--- src/rtl/wb_arbiter.sv ---
// Two-master to one-slave Wishbone B4 classic arbiter with grant held for the owner's whole cycle and a bus watchdog.
// Define WB_ARBITER_ROUND_ROBIN_EN to break simultaneous requests in favour of the master that did not own the bus last.
`timescale 1ns/1ps
module wb_arbiter #(
  parameter int TIMEOUT = 255,
  parameter int TO_W    = 16
) (
  input  logic        clk_i,
  input  logic        rst_ni,
  input  logic        m0_cyc_i,
  input  logic        m0_stb_i,
  input  logic        m0_we_i,
  input  logic [3:0]  m0_sel_i,
  input  logic [31:0] m0_addr_i,
  input  logic [31:0] m0_dat_i,
  output logic [31:0] m0_dat_o,
  output logic        m0_ack_o,
  output logic        m0_err_o,
  input  logic        m1_cyc_i,
  input  logic        m1_stb_i,
  input  logic        m1_we_i,
  input  logic [3:0]  m1_sel_i,
  input  logic [31:0] m1_addr_i,
  input  logic [31:0] m1_dat_i,
  output logic [31:0] m1_dat_o,
  output logic        m1_ack_o,
  output logic        m1_err_o,
  output logic        s_cyc_o,
  output logic        s_stb_o,
  output logic        s_we_o,
  output logic [3:0]  s_sel_o,
  output logic [31:0] s_addr_o,
  output logic [31:0] s_dat_o,
  input  logic [31:0] s_dat_i,
  input  logic        s_ack_i,
  input  logic        s_err_i,
  output logic [1:0]  gnt_o
);

  typedef enum logic [1:0] {IDLE, GNT0, GNT1} state_t;

  localparam bit             TO_EN   = (TIMEOUT != 0);
  localparam logic [TO_W-1:0] TO_LAST = TO_EN ? TO_W'(TIMEOUT - 1) : '0;

  state_t          r_state;
  state_t          w_next;
  logic [TO_W-1:0] r_toCnt;
  logic            w_stall;
  logic            w_toErr;
  logic            w_tieM1;

`ifdef WB_ARBITER_ROUND_ROBIN_EN
  logic r_lastOwner;

  always_ff @(posedge clk_i or negedge rst_ni) begin
    if (!rst_ni) begin
      r_lastOwner <= 1'b0;
    end else if (w_next == GNT0) begin
      r_lastOwner <= 1'b0;
    end else if (w_next == GNT1) begin
      r_lastOwner <= 1'b1;
    end
  end

  assign w_tieM1 = ~r_lastOwner;
`else
  // The memory stage blocks retirement, so it wins ties.
  assign w_tieM1 = 1'b1;
`endif

  always_ff @(posedge clk_i or negedge rst_ni) begin
    if (!rst_ni) begin
      r_state <= IDLE;
    end else begin
      r_state <= w_next;
    end
  end

  always_comb begin
    w_next = r_state;
    case (r_state)
      IDLE: begin
        if (m0_cyc_i && m1_cyc_i) begin
          w_next = w_tieM1 ? GNT1 : GNT0;
        end else if (m1_cyc_i) begin
          w_next = GNT1;
        end else if (m0_cyc_i) begin
          w_next = GNT0;
        end
      end
      GNT0: begin
        if (!m0_cyc_i) begin
          w_next = m1_cyc_i ? GNT1 : IDLE;
        end
      end
      GNT1: begin
        if (!m1_cyc_i) begin
          w_next = m0_cyc_i ? GNT0 : IDLE;
        end
      end
      default: w_next = IDLE;
    endcase
  end

  assign w_stall = s_cyc_o & s_stb_o & ~s_ack_i & ~s_err_i;
  assign w_toErr = TO_EN && w_stall && (r_toCnt == TO_LAST);

  // Watchdog only counts uninterrupted stalls of the current owner.
  always_ff @(posedge clk_i or negedge rst_ni) begin
    if (!rst_ni) begin
      r_toCnt <= '0;
    end else if ((r_state == IDLE) || (w_next != r_state) || s_ack_i || s_err_i || w_toErr) begin
      r_toCnt <= '0;
    end else if (w_stall && TO_EN) begin
      r_toCnt <= r_toCnt + 1'b1;
    end
  end

  always_comb begin
    s_cyc_o  = 1'b0;
    s_stb_o  = 1'b0;
    s_we_o   = 1'b0;
    s_sel_o  = '0;
    s_addr_o = '0;
    s_dat_o  = '0;
    m0_dat_o = '0;
    m0_ack_o = 1'b0;
    m0_err_o = 1'b0;
    m1_dat_o = '0;
    m1_ack_o = 1'b0;
    m1_err_o = 1'b0;
    gnt_o    = 2'b00;
    case (r_state)
      GNT0: begin
        s_cyc_o  = m0_cyc_i;
        s_stb_o  = m0_stb_i;
        s_we_o   = m0_we_i;
        s_sel_o  = m0_sel_i;
        s_addr_o = m0_addr_i;
        s_dat_o  = m0_dat_i;
        m0_dat_o = s_dat_i;
        m0_ack_o = s_ack_i;
        m0_err_o = s_err_i | w_toErr;
        gnt_o    = 2'b01;
      end
      GNT1: begin
        s_cyc_o  = m1_cyc_i;
        s_stb_o  = m1_stb_i;
        s_we_o   = m1_we_i;
        s_sel_o  = m1_sel_i;
        s_addr_o = m1_addr_i;
        s_dat_o  = m1_dat_i;
        m1_dat_o = s_dat_i;
        m1_ack_o = s_ack_i;
        m1_err_o = s_err_i | w_toErr;
        gnt_o    = 2'b10;
      end
      default: begin
      end
    endcase
  end

endmodule

--- config.mk ---
export PLATFORM = sky130hd
export DESIGN_NAME = wb_arbiter
export DESIGN_NICKNAME = d
export VERILOG_FILES = /design/src/rtl/wb_arbiter.sv
export SDC_FILE = /design/constraint.sdc
export NUM_CORES = 1
export LEC_CHECK = 0
export CAP_MARGIN = 20
export CORE_AREA = 4 4 122 124
export DETAILED_ROUTE_END_ITERATION = 7
export DIE_AREA = 0 0 126 128
export DONT_BUFFER_PORTS = 1
export HOLD_SLACK_MARGIN = 0.05
export PLACE_DENSITY_LB_ADDON = 0.08
export SLEW_MARGIN = 20
export SYNTH_ARGS = -nofsm -noshare
export SYNTH_HDL_FRONTEND = slang
export SYNTH_SLANG_ARGS = --single-unit
--- constraint.sdc ---
create_clock -name clk_i -period 3.39 [get_ports clk_i]
set_input_delay 0.678 -clock clk_i [delete_from_list [all_inputs] [get_ports clk_i]]
set_output_delay 0.678 -clock clk_i [all_outputs]
set_load 0.005 [all_outputs]
## After elaboration in Yosys (flattened, before gate mapping)

Cells that the tools add are included.

| storage, ports and cells | value |
|---|---|
| register bits after elaboration | 18 |
| latch bits | 0 |
| RAM bits | 0 |
| ROM bits | 0 |
| bits of input ports | 178 |
| output and inout bits | 141 |
| logic and storage cells | 44 |
| memories kept | 0 |

| cells by class | value |
|---|---|
| add/subtract/negate cells | 1 |
| $mul | 0 |
| divide/modulo/power cells | 0 |
| $lt $le $gt $ge | 0 |
| equal/unequal tests | 4 |
| shift operators | 0 |
| multiplexer cells | 23 |
| bitwise gates (word level) | 6 |
| reduce and logical (&&, ||, !) cells | 8 |

Operators by type and width:

| operator | count |
|---|---|
| 32-bit one-hot mux with 2 select lines | 2 |
| 32-bit 2-to-1 mux | 2 |
| 16-bit 2-to-1 mux | 2 |
| 16-bit by 1-bit adder with 16-bit output (second input constant) | 1 |
| 16-bit by 8-bit equality test with 1-bit output (second input constant) | 1 |
| 2-bit 2-to-1 mux | 6 |
| 4-bit one-hot mux with 2 select lines | 1 |
| 1-bit one-hot mux with 2 select lines | 3 |
| 2-bit one-hot mux with 3 select lines | 1 |
| 1-bit 2-to-1 mux | 5 |
| 1-bit logical OR | 4 |
| 2-bit one-hot mux with 2 select lines | 1 |
| 1-bit AND | 3 |
| 2-bit by 1-bit equality test with 1-bit output (second input constant) | 1 |
| 2-bit equality test (second input constant) | 1 |
| 1-bit logical AND | 2 |
| 2-bit zero test | 1 |
| 2-bit inequality test | 1 |
| 1-bit inverter | 2 |
| 2-bit nonzero test | 1 |
| 1-bit OR | 1 |

## Depth between registers and ports, before layout

Gate-level depths: netlist of the first run.

| depth | value |
|---|---|
| depth after elaboration | 10 |
| mapped depth | 10 |
| gate-level depth less buffers | 7 |

## Worst setup path before layout of the first run

OpenSTA, ideal clock, no wires.

| path | value |
|---|---|
| path kind | register to output |
| start point | register r_state[0] |
| end point | output port s_addr_o[13] |
| arrival | 1.736 ns |
| required time | 2.712 ns |
| path slack | 0.976 ns |
| stages on the path, launching flop included | 8 |
| buffers on the path | 3 |
| cells stage by stage | dfrtp_1 > inv_1 > ha_1 > buf_2 > clkbuf_1 > buf_1 > a22oi_1 > nor2b_1 |

| on the way | value |
|---|---|
| word-level cells in the longest chain between the ends | 2 |

Ends and longest elaborated chain:

| item | line | text |
|---|---|---|
| from (decl) | 45 | `state_t r_state;` |
| from (signal assigned) | 75 | `r_state <= w_next;` |
| 2-bit equality test or 2-bit by 1-bit equality test with 1-bit output (tied branches) | 133 | `case (r_state)` |
| 32-bit one-hot mux with 2 select lines (*) | 133 |  |
| to (decl) | 32 | `output logic [31:0] s_addr_o,` |

Mark *: on every way between the ends. The rest lies on a longest branch, timed or not.

## Worst setup path after layout of the first run

| path | value |
|---|---|
| start point | register r_state[0] |
| end point | output port m0_err_o |

| on the way | value |
|---|---|
| word-level cells in the longest chain between the ends | 8 |

Ends and longest elaborated chain:

| item | line | text |
|---|---|---|
| 2-bit equality test or 2-bit by 1-bit equality test with 1-bit output (tied branches) | 133 |  |
| 1-bit one-hot mux with 2 select lines | 133 |  |
| 1-bit AND (3 in a row) | 105 | `assign w_stall = s_cyc_o & s_stb_o & ~s_ack_i & ~s_err_i;` |
| 1-bit logical AND | 106 | `assign w_toErr = TO_EN && w_stall && (r_toCnt == TO_LAST);` |
| 1-bit OR | 143 | `m0_err_o = s_err_i \| w_toErr;` |
| 1-bit 2-to-1 mux (*) | 133 |  |
| to (decl) | 18 | `output logic m0_err_o,` |

Marked as above.

==> results.ini, run 1 <==
[power]
power_mw = 2.099
peakVddDrop_mv = 0.3048
p_per_area_mw_per_mm2 = 708.3
leakage_nw = 0.9932

[routing]
first_pass_iters = 4
post_drt_via_cell_ratio = 5.162
totalWireLength_um = 13030
vias = 2715
drcViolationCount = 0
ant_nets = 0
drt_iter0_drc = 192
wl_per_cell_um = 24.77

[synth]
ys_seq_area_share_pct = 16.58
yosysTopAreaCellShare_pct = 19.07
avgSynthCellArea_um2 = 7.342
synth_area_leader_cell = a22oi_1
synth_cells = 370
post_synth_main_area_contributors = a22oi_1 19%, dfrtp_1 17%, nor2b_1 17%
synth_edf_count = 0
yosys.cell_types.count = 42
synth-async-reset-ratio_pct = 100.0
synthTopCellsByCount = 72 x nor2b_1, 69 x a22oi_1, 68 x and2_1
synth-warning-count = 0
netlist_area_mm2 = 0.002716
syn_nets = 556
yosysMostFrequentCell = nor2b_1
ys.flop_type = dfrtp_1
ys_ff_latch = 18

[cts]
cts_tree = done
cts.sink_count = 18
cts_resized = 0
clk_latency_ns = 0.26
hold_buffers = 0
clk_pin_slew_worst_paths_ns = 0.06
post_cts_buffers = 0
h-tree-depth = 1
numCtsBuffers = 3
clk_path_buf_depth = 2
cts_root_buf = clkbuf_16

[status]
status = finished clean

[layout]
fin_util_pct = 21.51
area_growth_pct = 9.074
final_layout_size_suffix_gt1_share_pct = 5.814
n_fill_cell = 1577
fin_nets = 531

[worst_setup_path]
r2r-end = r_toCnt[1]
critPathMaxFanout = 25
critPathLaunchType = flip-flop
crit_path_top_delay_cell = dfrtp_1
crit_required_ns = 2.71
worst_r2r_startpoint = r_state[1]
critPathKind = flip-flop to output port
critPathArrivalTime_ns = 2.30
crit_start = r_state[0]
reg2reg_slack_ns = 0.77
worstPathCellList = inv_1 > ha_4 > a22oi_2 > nor4_4 > a31oi_1 > nor2b_1
slowest_delay_ns = 0.50
critPathCaptureType = output port
rr_worst_depth = 8

[floorplan]
dieWidth_um = 126
core_area_mm2 = 0.01377
num_rows = 43
die-area_mm2 = 0.01613
dieHeight_um = 128
start_util_pct = 19.72
io_pins = 319

[placed_design]
dp_hpwl_um = 10760
pre_cts_ws_ns = 0.6771
routabilityCongestion = 0.7885
portBuffers = 0

[timing]
rsz0062_at_grt = false
fin_crit_ns = 2.979
fin_skew_ns = 0.009822
worst_pin_slew_ns = 0.6396
fin_ws_ns = 0.4107
fmax_mhz = 335.7
max-slew-margin-rel_pct = 57.36
fin_crit_sh_pct = 87.88
hold_viol = 0
slew_viol_final = 0
finalSetupTns_ns = 0
fin_hold_ws_ns = 0.1087
setup_viol = 0

[global_routing]
grt_pass1_wl_um = 18010
grtUsageTotal_pct = 14.58
antenna_found_initial = 6
gr-total-overflow = 0
grt_pass1_vias = 2666
grt_max_degree = 74

[worst_hold_path]
hp-class = input pin to asynchronous set/reset pin

[job]
drv_cap = 0

## worst max-delay path by stage
stage / to
after floorplan: s_addr_o[13]
after global placement: m1_err_o
after detailed placement: m1_err_o
after CTS: m1_err_o
after global routing: s_dat_o[9]
final: m0_err_o
## worst max-delay path: cells and delay by family (launching register included)
kind	cells	cell delay, ns
and+or+nand+nor	2	0.66
DFF	1	0.50
adders and majority gates	1	0.32
AOI/OAI and AO/OA	2	0.32
buffers and inverters	1	0.23
## per-layer routing
metal	track usage [%]	vias to the layer above	routed length, µm	share of wire [%]
met5	0	-	34	0.26
met3	4.125	16	1002	7.7
met4	3.281	6	205	1.6
met1	20.83	1309	5891	45
met2	21.75	140	5894	45
li1	-	1244	-	-
## cells by family after synthesis
group | after synthesis | share of synthesized area, %
xor+xnor | 14 | 4.514
compound gates | 84 | 22.98
mux | 1 | 0.4145
flops | 18 | 16.58
simple gates | 206 | 46.06
buf+inv | 39 | 5.758
fa+ha+maj | 8 | 3.685
## layout by cell type, fill, tap and decap left out, types with 2 or more instances in the layout
cell type / count
nor2b_1: 72
a22oi_1: 69
and2_1: 68
nor2_1: 20
dfrtp_1: 18
xor2_1: 13
nand4_1: 8
nand2_1: 7
nand3_1: 7
and3_1: 6
buf_4: 6
o21ai_0: 5
ha_1: 5
inv_1: 3
clkbuf_16: 3
diode_2: 2
and2b_1: 2
a31oi_1: 2
nor3_1: 2
nand3_2: 2
and4_1: 2
ha_4: 2
## registers in the layout, summed over array words and instances, names as in the netlist
signal / count
r_toCnt: 16
r_state: 2
## per-stage QoR
| step | instance area, µm² | std cells |
|---|---|---|
| 2_1_floorplan | 2716 | 370 |
| 3_3_place_gp | 2869 | 520 |
| 3_5_place_dp | 2869 | 520 |
| 4_1_cts | 2958 | 524 |
| 5_1_grt | 2958 | 524 |
| 6_report | 2963 | 526 |
## where the power goes
part           switching (mW)  total, mW  internal, mW
combinational           0.952       1.57         0.620
sequential             0.0274      0.253         0.225
clock                  0.0943      0.274         0.180
## area by class of cell
class | count | area [µm²] | area share (%)
well taps | 180 | 225.2 | 7.601
flip-flops and latches | 18 | 450.4 | 15.20
repair buffers | 6 | 45.04 | 1.520
clock buffers | 4 | 88.84 | 2.998
diodes | 2 | 5.005 | 0.1689
multi-input cells | 313 | 2137 | 72.13
inverters | 3 | 11.26 | 0.3801
No activity file was read; power rests on OpenSTA's default activity.
==> run 2, diff against run 1 <==
--- a/config.mk
+++ b/config.mk
@@ -5,10 +5,11 @@
 export SDC_FILE = /design/constraint.sdc
 export NUM_CORES = 1
 export LEC_CHECK = 0
+export ABC_AREA = 1
 export CAP_MARGIN = 20
-export CORE_AREA = 4 4 122 124
+export CORE_AREA = 4 4 120 122
 export DETAILED_ROUTE_END_ITERATION = 7
-export DIE_AREA = 0 0 126 128
+export DIE_AREA = 0 0 124 126
 export DONT_BUFFER_PORTS = 1
 export HOLD_SLACK_MARGIN = 0.05
 export PLACE_DENSITY_LB_ADDON = 0.08
==> constraint.sdc (replaced) <==
create_clock -name clk_i -period 3.1 [get_ports clk_i]
set_input_delay 0.62 -clock clk_i [delete_from_list [all_inputs] [get_ports clk_i]]
set_output_delay 0.62 -clock clk_i [all_outputs]
set_load 0.005 [all_outputs]
==> results.ini, run 2 <==
[status]
status = finished clean

[cts]
cts.sink_count = 18
post_cts_buffers = 0
cts_root_buf = clkbuf_16
cts_resized = 0
clk_pin_slew_worst_paths_ns = 0.05
hold_buffers = 0
clk_latency_ns = 0.25
cts_tree = done
h-tree-depth = 1
clk_path_buf_depth = 2
numCtsBuffers = 3

[power]
peakVddDrop_mv = 0.3204
leakage_nw = 1.652
power_mw = 2.447
p_per_area_mw_per_mm2 = 767.3

[layout]
fin_area_mm2 = 0.003189
n_antenna_cell = 0
final_cells = 700
multi_input_area_mm2 = 0.002007
layout_commonest_cell = nand2_1
largest_reg_flops = 16
area_growth_pct = 7.553
mostFrequentLayoutCells = 243 x nand2_1, 89 x inv_1, 73 x a21oi_1, 22 x nor2_1, 18 x dfrtp_1
largest_registers = r_toCnt: 16 flops, r_state: 2 flops
top_register = r_toCnt
seqCellArea_um2 = 450.4
fin_nets = 712
fin_util_pct = 24.18
final_layout_size_suffix_gt1_share_pct = 9.351
n_fill_cell = 1553

[global_routing]
grt_max_degree = 86
gr-total-overflow = 0
grtUsageTotal_pct = 18.22
grt_pass1_vias = 3231
grt_pass1_wl_um = 21420
antenna_found_initial = 0

[routing]
ant_nets = 0
drcViolationCount = 0
post_drt_via_cell_ratio = 4.653
wl_per_cell_um = 21.73
drt_iter0_drc = 165
vias = 3257
totalWireLength_um = 15210
first_pass_iters = 5

[synth]
ys.flop_type = dfrtp_1
yosys.cell_types.count = 28
synth_edf_count = 0
synth_area_leader_cell = nand2_1
syn_nets = 735
yosysTopAreaCellShare_pct = 30.76
post_synth_main_area_contributors = nand2_1 31%, dfrtp_1 15%, a21oi_1 12%
synthTopCellsByCount = 243 x nand2_1, 89 x inv_1, 73 x a21oi_1
synth-async-reset-ratio_pct = 100.0
ys_ff_latch = 18
yosysMostFrequentCell = nand2_1
avgSynthCellArea_um2 = 5.401
netlist_area_mm2 = 0.002965
synth_cells = 549
ys_seq_area_share_pct = 15.19
synth-warning-count = 0

[timing]
fin_crit_ns = 2.803
max-slew-margin-rel_pct = 69.97
fin_ws_ns = 0.2966
rsz0062_at_grt = false
finalSetupTns_ns = 0
setup_viol = 0
fmax_mhz = 356.7
fin_hold_ws_ns = 0.06205
fin_crit_sh_pct = 90.43
hold_viol = 0
worst_pin_slew_ns = 0.4519
fin_skew_ns = 0.003670
slew_viol_final = 0

[floorplan]
core_area_mm2 = 0.01319
num_rows = 42
io_pins = 319
dieWidth_um = 124
die-area_mm2 = 0.01562
start_util_pct = 22.48
dieHeight_um = 126

[worst_setup_path]
critPathArrivalTime_ns = 2.18
worst_r2r_startpoint = r_state[0]
critPathMaxFanout = 22
critPathKind = flip-flop to output port
crit_start = r_state[0]
critPathCaptureType = output port
critPathLaunchType = flip-flop
crit_required_ns = 2.48

[placed_design]
routabilityCongestion = 0.9222
placed_cell_area_mm2 = 0.003114
pre_cts_ws_ns = 0.5169
place_inst = 697
dp_hpwl_um = 12920
portBuffers = 0

[job]
drv_cap = 0

[worst_hold_path]
hp-class = input pin to asynchronous set/reset pin

## run 2: worst max-delay path, cell delays in order, from the launching register on
cell and delay [ns]:
dfrtp_1 0.47, inv_1 0.22, ha_4 0.36, nand2_4 0.09
nand2_4 0.09, nand2_4 0.06, nor2_8 0.25, inv_4 0.07
nor2_4 0.14, nor2_4 0.06, nor2_1 0.13
## run 2: logic make-up (layout without fill, tap and decap cells)
kind of cell / count (synthesis) / in the layout / share of synthesized area, %
and+or+nand+nor: 308 / 308 / 47.26
DFF: 18 / 18 / 15.19
AOI/OAI and AO/OA: 77 / 77 / 13.00
buffers and inverters: 128 / 103 / 17.97
adders and majority gates: 8 / 8 / 3.376
xor gates and xnor gates: 10 / 10 / 3.207
## run 2: report_power, final
part	internal, mW	leakage (nW)	switching (mW)
combinational	0.487	1.37	1.43
clock	0.170	0.0370	0.0892
sequential	0.247	0.249	0.0270
## run 2: worst paths after layout
| kind | to | slack [ns] | cells past startpoint |
|---|---|---|---|
| min in group clk_i | r_toCnt[15] | 0.55 | 2 |
| max in group asynchronous | r_toCnt[8] | 2.96 | 0 |
| max | m0_err_o | 0.30 | 10 |
| max reg2reg | r_toCnt[6] | 0.64 | 13 |
| min reg2reg | r_toCnt[15] | 0.55 | 2 |
| min | r_toCnt[9] | 0.06 | 0 |
## run 2: cell type report
type	count	area share [%]
multi-input cells	403	62.93
flip-flops and latches	18	14.12
inverters	95	11.34
well taps	176	6.905
clock buffers	3	2.354
repair buffers	5	2.354
## run 2: routing by layer
metal  wire, µm  global-route usage, %  up-vias
met2       6920                  28.99      181
met4        163                  2.320        0
met3       2174                  8.924       10
li1           -                      -     1573
met5          0                      0        -
met1       5949                  22.89     1493
==> run 3, diff against run 2 <==
--- a/config.mk
+++ b/config.mk
@@ -13,7 +13,6 @@
 export DONT_BUFFER_PORTS = 1
 export HOLD_SLACK_MARGIN = 0.05
 export PLACE_DENSITY_LB_ADDON = 0.08
-export SLEW_MARGIN = 20
 export SYNTH_ARGS = -nofsm -noshare
 export SYNTH_HDL_FRONTEND = slang
 export SYNTH_SLANG_ARGS = --single-unit
==> results of run 3 <==
No change in the layout: final DEF, timing and power equal those of run 2.
==> RTL edit 1, RTL diff (config.mk and constraints of run 1) <==
Change the parameter `TO_W` from 16 to 32.
--- a/src/rtl/wb_arbiter.sv
+++ b/src/rtl/wb_arbiter.sv
@@ -4,5 +4,5 @@
 module wb_arbiter #(
   parameter int TIMEOUT = 255,
-  parameter int TO_W    = 16
+  parameter int TO_W    = 32
 ) (
   input  logic        clk_i,
Check against the original RTL: same outputs for any inputs over 10 cycles, from zero or initial values and one cycle with rst_ni low; that may be too few to reach the edited logic, so the function may still have changed.
==> RTL edit 1 against run 1 <==
Non-clock buffer count increased by 3; largest power group unchanged; first-iteration DRC count increased by 74%; global-route usage increased by 5.7 points; total power increased by 29%; synthesized area increased by 35%; sequential cell count increased by 16; clock power increased by 130%; clock skew decreased by 0.0015 ns; final area increased by 35%; routed wire length increased by 35%; utilization increased by 7.6 points; sequential share of layout area increased by 6.0 points; setup slack got worse by 0.079 ns; final cell count increased by 19%.
==> RTL edit 1: results <==
grt:
  grt_pass1_vias: 3317
  grt_max_degree: 75
  antenna_found_initial: 11
  track_usage_pct: 20.3
  grt_pass1_wl_um: 24300
clock_network:
  clkTransAtPathRegs_ns: 0.06
  clk_latency_ns: 0.28
  htreeDepth: 2
  ctsHoldBuffers: 0
  numCtsBuffers: 5
  cts_max_path_buffers: 2
  cts_resized: 0
synth:
  synth_common_cells: "nor2b_1, and2_1, a22oi_1, nor2_1, dfrtp_1"
  ys.flop_type: "dfrtp_1"
  yosysWarnings: 0
  synth_nets: 656
  yosysSeqAreaShare_pct: 23.3
  synth_area_leaders: "dfrtp_1, a22oi_1, nor2b_1"
pwr:
  ir_drop_mv: 0.280
  leakagePower_nw: 1.30
  p_sw_mw: 1.23
setup_path:
  slowest_stage: "dfrtp_1"
  reg2reg_depth: 9
  path_max_fanout: 60
  worstPathArrival_ns: 2.38
  cpLargestDelayFamily: "buffers and inverters"
sta:
  tightest_slew_ns: 0.572
  final.setup_skew_ns: 0.00832
placed_design:
  post-dp-hpwl_um: 14600
  place_congestion: 0.849
  dpl_cell_area_um2: 3800
final_layout:
  fill_cells: 1528
  largestRegisters: "r_toCnt: 32 flops, r_state: 2 flops"
  drive_above_1_share_pct: 7.19
  fin_nets: 630
drt:
  dr.pass1.iters: 7
  drt_iter0_markers: 335
  wirelength_um: 17700
  viasPerCell: 5.63
run_status:
  status: "finished clean"
[RTL edit 1: metal layers]
layer,global-route usage [%],vias to the layer above,routed length (µm)
met3,10.0,29,1720
met2,27.7,181,7540
met4,3.03,18,140
met5,0,-,109
li1,-,1596,-
met1,29.2,1712,8150
[RTL edit 1: path summary, 6_finish.rpt]
| path | start | endpoint | slack (ns) |
|---|---|---|---|
| max | r_state[0] | s_dat_o[24] | 0.33 |
| min | rst_ni | r_toCnt[2] | 0.09 |
| max reg2reg | r_state[0] | r_toCnt[21] | 0.65 |
| min reg2reg | r_toCnt[7] | r_toCnt[7] | 0.55 |
| max in group asynchronous | rst_ni | r_toCnt[29] | 3.21 |
| min in group clk_i | r_toCnt[7] | r_toCnt[7] | 0.55 |
[RTL edit 1: power by group through the flow]
stage               Sequential, mW  Clock [mW]  Combinational, mW
global route                 0.433       0.648               1.83
CTS                          0.431       0.633               1.69
global placement             0.439           0               1.66
detailed placement           0.438           0               1.69
finish                       0.431       0.619               1.66
floorplan                    0.440           0               1.25
[RTL edit 1: area by class of cell]
cell class	count	area, µm²	share of cell area (%)
repair buffers	9	67.6	1.68
clock buffers	6	139	3.46
diodes	3	7.51	0.187
clock inverters	2	60.1	1.50
well taps	180	225	5.62
flip-flops and latches	34	851	21.2
inverters	10	37.5	0.936
multi-input cells	384	2620	65.4
[RTL edit 1: through the flow]
| stage | cells | util, % | setup slack (ns) | power (mW) |
|---|---|---|---|---|
| final | 628 | 29.1 | 0.332 | 2.71 |
| after global routing | 626 | 29.1 | 0.0626 | 2.91 |
| after CTS | 625 | 29.1 | 0.278 | 2.76 |
| after detailed placement | 617 | 27.6 | 0.589 | 2.13 |
| after global placement | 617 | 27.6 | 0.626 | 2.10 |
| after floorplan | 470 | - | 0.937 | 1.69 |
[RTL edit 1: cell families after synthesis]
kind of cell	Yosys count	synth area share (%)
AO/OA/AOI/OAI	87	17.6
adder cells (fa/ha/maj)	8	2.74
XOR/XNOR	29	6.95
buffers and inverters	52	5.78
flip-flops	34	23.3
AND/OR/NAND/NOR	260	43.7
[RTL edit 1: worst reg2reg max path, cell delays in order (launching register included)]
cell and delay [ns]:
dfrtp_1 0.51, inv_1 0.17, ha_4 0.20, buf_4 0.30
nor3b_1 0.23, a211oi_1 0.29, o2111ai_1 0.16, a211o_1 0.42
buf_4 0.27, nor2_1 0.12
==> RTL edit 2, RTL diff (config.mk and constraints of run 1) <==
Made on the original files. Re-encode `state_t` (3 states) as one-hot, 3 bits wide.
--- a/src/rtl/wb_arbiter.sv
+++ b/src/rtl/wb_arbiter.sv
@@ -38,5 +38,5 @@
 );
 
-  typedef enum logic [1:0] {IDLE, GNT0, GNT1} state_t;
+  typedef enum logic [2:0] {IDLE = 3'b001, GNT0 = 3'b010, GNT1 = 3'b100} state_t;
 
   localparam bit             TO_EN   = (TIMEOUT != 0);
Behaviour: no difference found for any inputs over 10 cycles, from zero or initial values and one cycle with rst_ni low; not proved beyond that.
==> RTL edit 2 against run 1 <==
Critical endpoint is now m1_err_o; final area fell by 12%; synthesized area decreased by 14%; sequential cell count increased by 1; routed wire length increased by 5.1%; critical path depth unchanged; setup slack improved by 0.13 ns; global-route usage grew 0.62 points.
Power is not compared: it rests on default switching activity, and its combinational part moved more than twofold at a synthesized area within 25%.
==> RTL edit 2: results <==
grt:
  grt_pass1_vias: 2398
  grt.met3_usage_pct: 4.75
  grtUsageMet2_pct: 28.5
  track_usage_pct: 15.2
  grt_max_degree: 94
  antenna_found_initial: 0
  globalRouteMet1Util_pct: 16.5
  grt_pass1_wl_um: 17900
synth:
  async_reset_ff_share_pct: 100
  synthCells: 298
  synth_nets: 478
  synth_edf_count: 0
  yosysUniqueCellTypes: 45
  yosysSeqAreaShare_pct: 20.3
  yosysWarnings: 0
  ys.flop_type: "dfrtp_1"
  synth_area_leaders: "a22o_1, dfrtp_1, and2_1"
  synth_common_cells: "and2_1, a22o_1, clkbuf_1, dfrtp_1, a21oi_1"
worst_hold_path:
  min-delay-path-class: "input pin to async pin"
clock_network:
  cts_resized: 0
  numCtsBuffers: 3
  cts_setup_buffers: 0
  cts-root-buf: "clkbuf_16"
  clkTransAtPathRegs_ns: 0.06
  clk_latency_ns: 0.26
  htreeDepth: 1
  cts_max_path_buffers: 2
pwr:
  ir_drop_mv: 0.156
  leakagePower_nw: 0.911
placed_design:
  pre_cts_ws_ns: 0.794
  place_congestion: 0.790
  post-dp-hpwl_um: 11900
  dpl_cell_area_um2: 2530
  port_buffers: 0
setup_path:
  r2r_slack_ns: 1.05
  crit_path_end: "m1_err_o"
  crit_path_max_incr_delay_ns: 0.47
  slowest_stage: "or4b_4"
  reg2reg_to: "r_toCnt[8]"
  path_max_fanout: 8
  cp-startpoint: "r_toCnt[0]"
  reg2reg_depth: 7
drt:
  wirelength_um: 13700
  drt_iter0_markers: 165
  dr.pass1.iters: 4
  viasPerCell: 5.33
sta:
  final.setup_skew_ns: 0.00518
  hold_slack_ns: 0.111
  min_period_over_period_pct: 84.2
  max_slew_margin_pct: 62.9
final_layout:
  final_cells: 459
  largestRegisters: "r_toCnt: 16 flops, r_state: 3 flops"
  drive_above_1_share_pct: 6.45
  fin_nets: 460
  diodes: 0
  largest_register_ffs: 16
  fill_cells: 1553
run_status:
  status: "finished clean"
## RTL edit 2: cell types whose count changed after synthesis, sizes merged, moves of 8 or more
| cell | before | now |
|---|---|---|
| a22oi | 70 | 0 |
| xor2 | 13 | 3 |
| a22o | 1 | 69 |
| nor2b | 72 | 1 |
| a21oi | 1 | 14 |
| nand3 | 9 | 1 |
## RTL edit 2: final cells by class
type	instances	area [µm²]	share of cell area [%]
flip-flops and latches	19	477	18.3
inverters	3	11.3	0.431
well taps	180	225	8.63
clock buffers	4	78.8	3.02
multi-input cells	249	1760	67.5
repair buffers	4	55.1	2.11
## RTL edit 2: critical path, delay by kind of cell (launching register included)
kind | cells | cell delay, ns
buffers and inverters | 1 | 0.09
adders and majority gates | 1 | 0.15
and+or+nand+nor | 3 | 1.05
DFF | 1 | 0.46
AOI/OAI and AO/OA | 1 | 0.18
## RTL edit 2: per-layer routing
metal	up-vias	wire length (µm)
li1	1082	-
met1	1171	4650
met2	184	7410
met3	8	1340
met4	0	296
met5	-	0
## RTL edit 2: kinds of logic (layout without fill, tap and decap cells)
logic type	count (synthesis)	in the layout	synth area share, %
buffers and inverters	30	11	5.17
XOR/XNOR	3	3	1.12
multiplexers	1	1	0.427
AO/OA/AOI/OAI	109	109	36.4
AND/OR/NAND/NOR	134	134	35.5
adder cells (fa/ha/maj)	2	2	1.07
flip-flops	19	19	20.3
## RTL edit 2: report_power, final
group | internal [mW] | total, mW | leakage, nW | switching (mW)
Clock | 0.160 | 0.255 | 0.0382 | 0.0949
Combinational | 0.226 | 0.604 | 0.612 | 0.377
Sequential | 0.246 | 0.283 | 0.261 | 0.0369
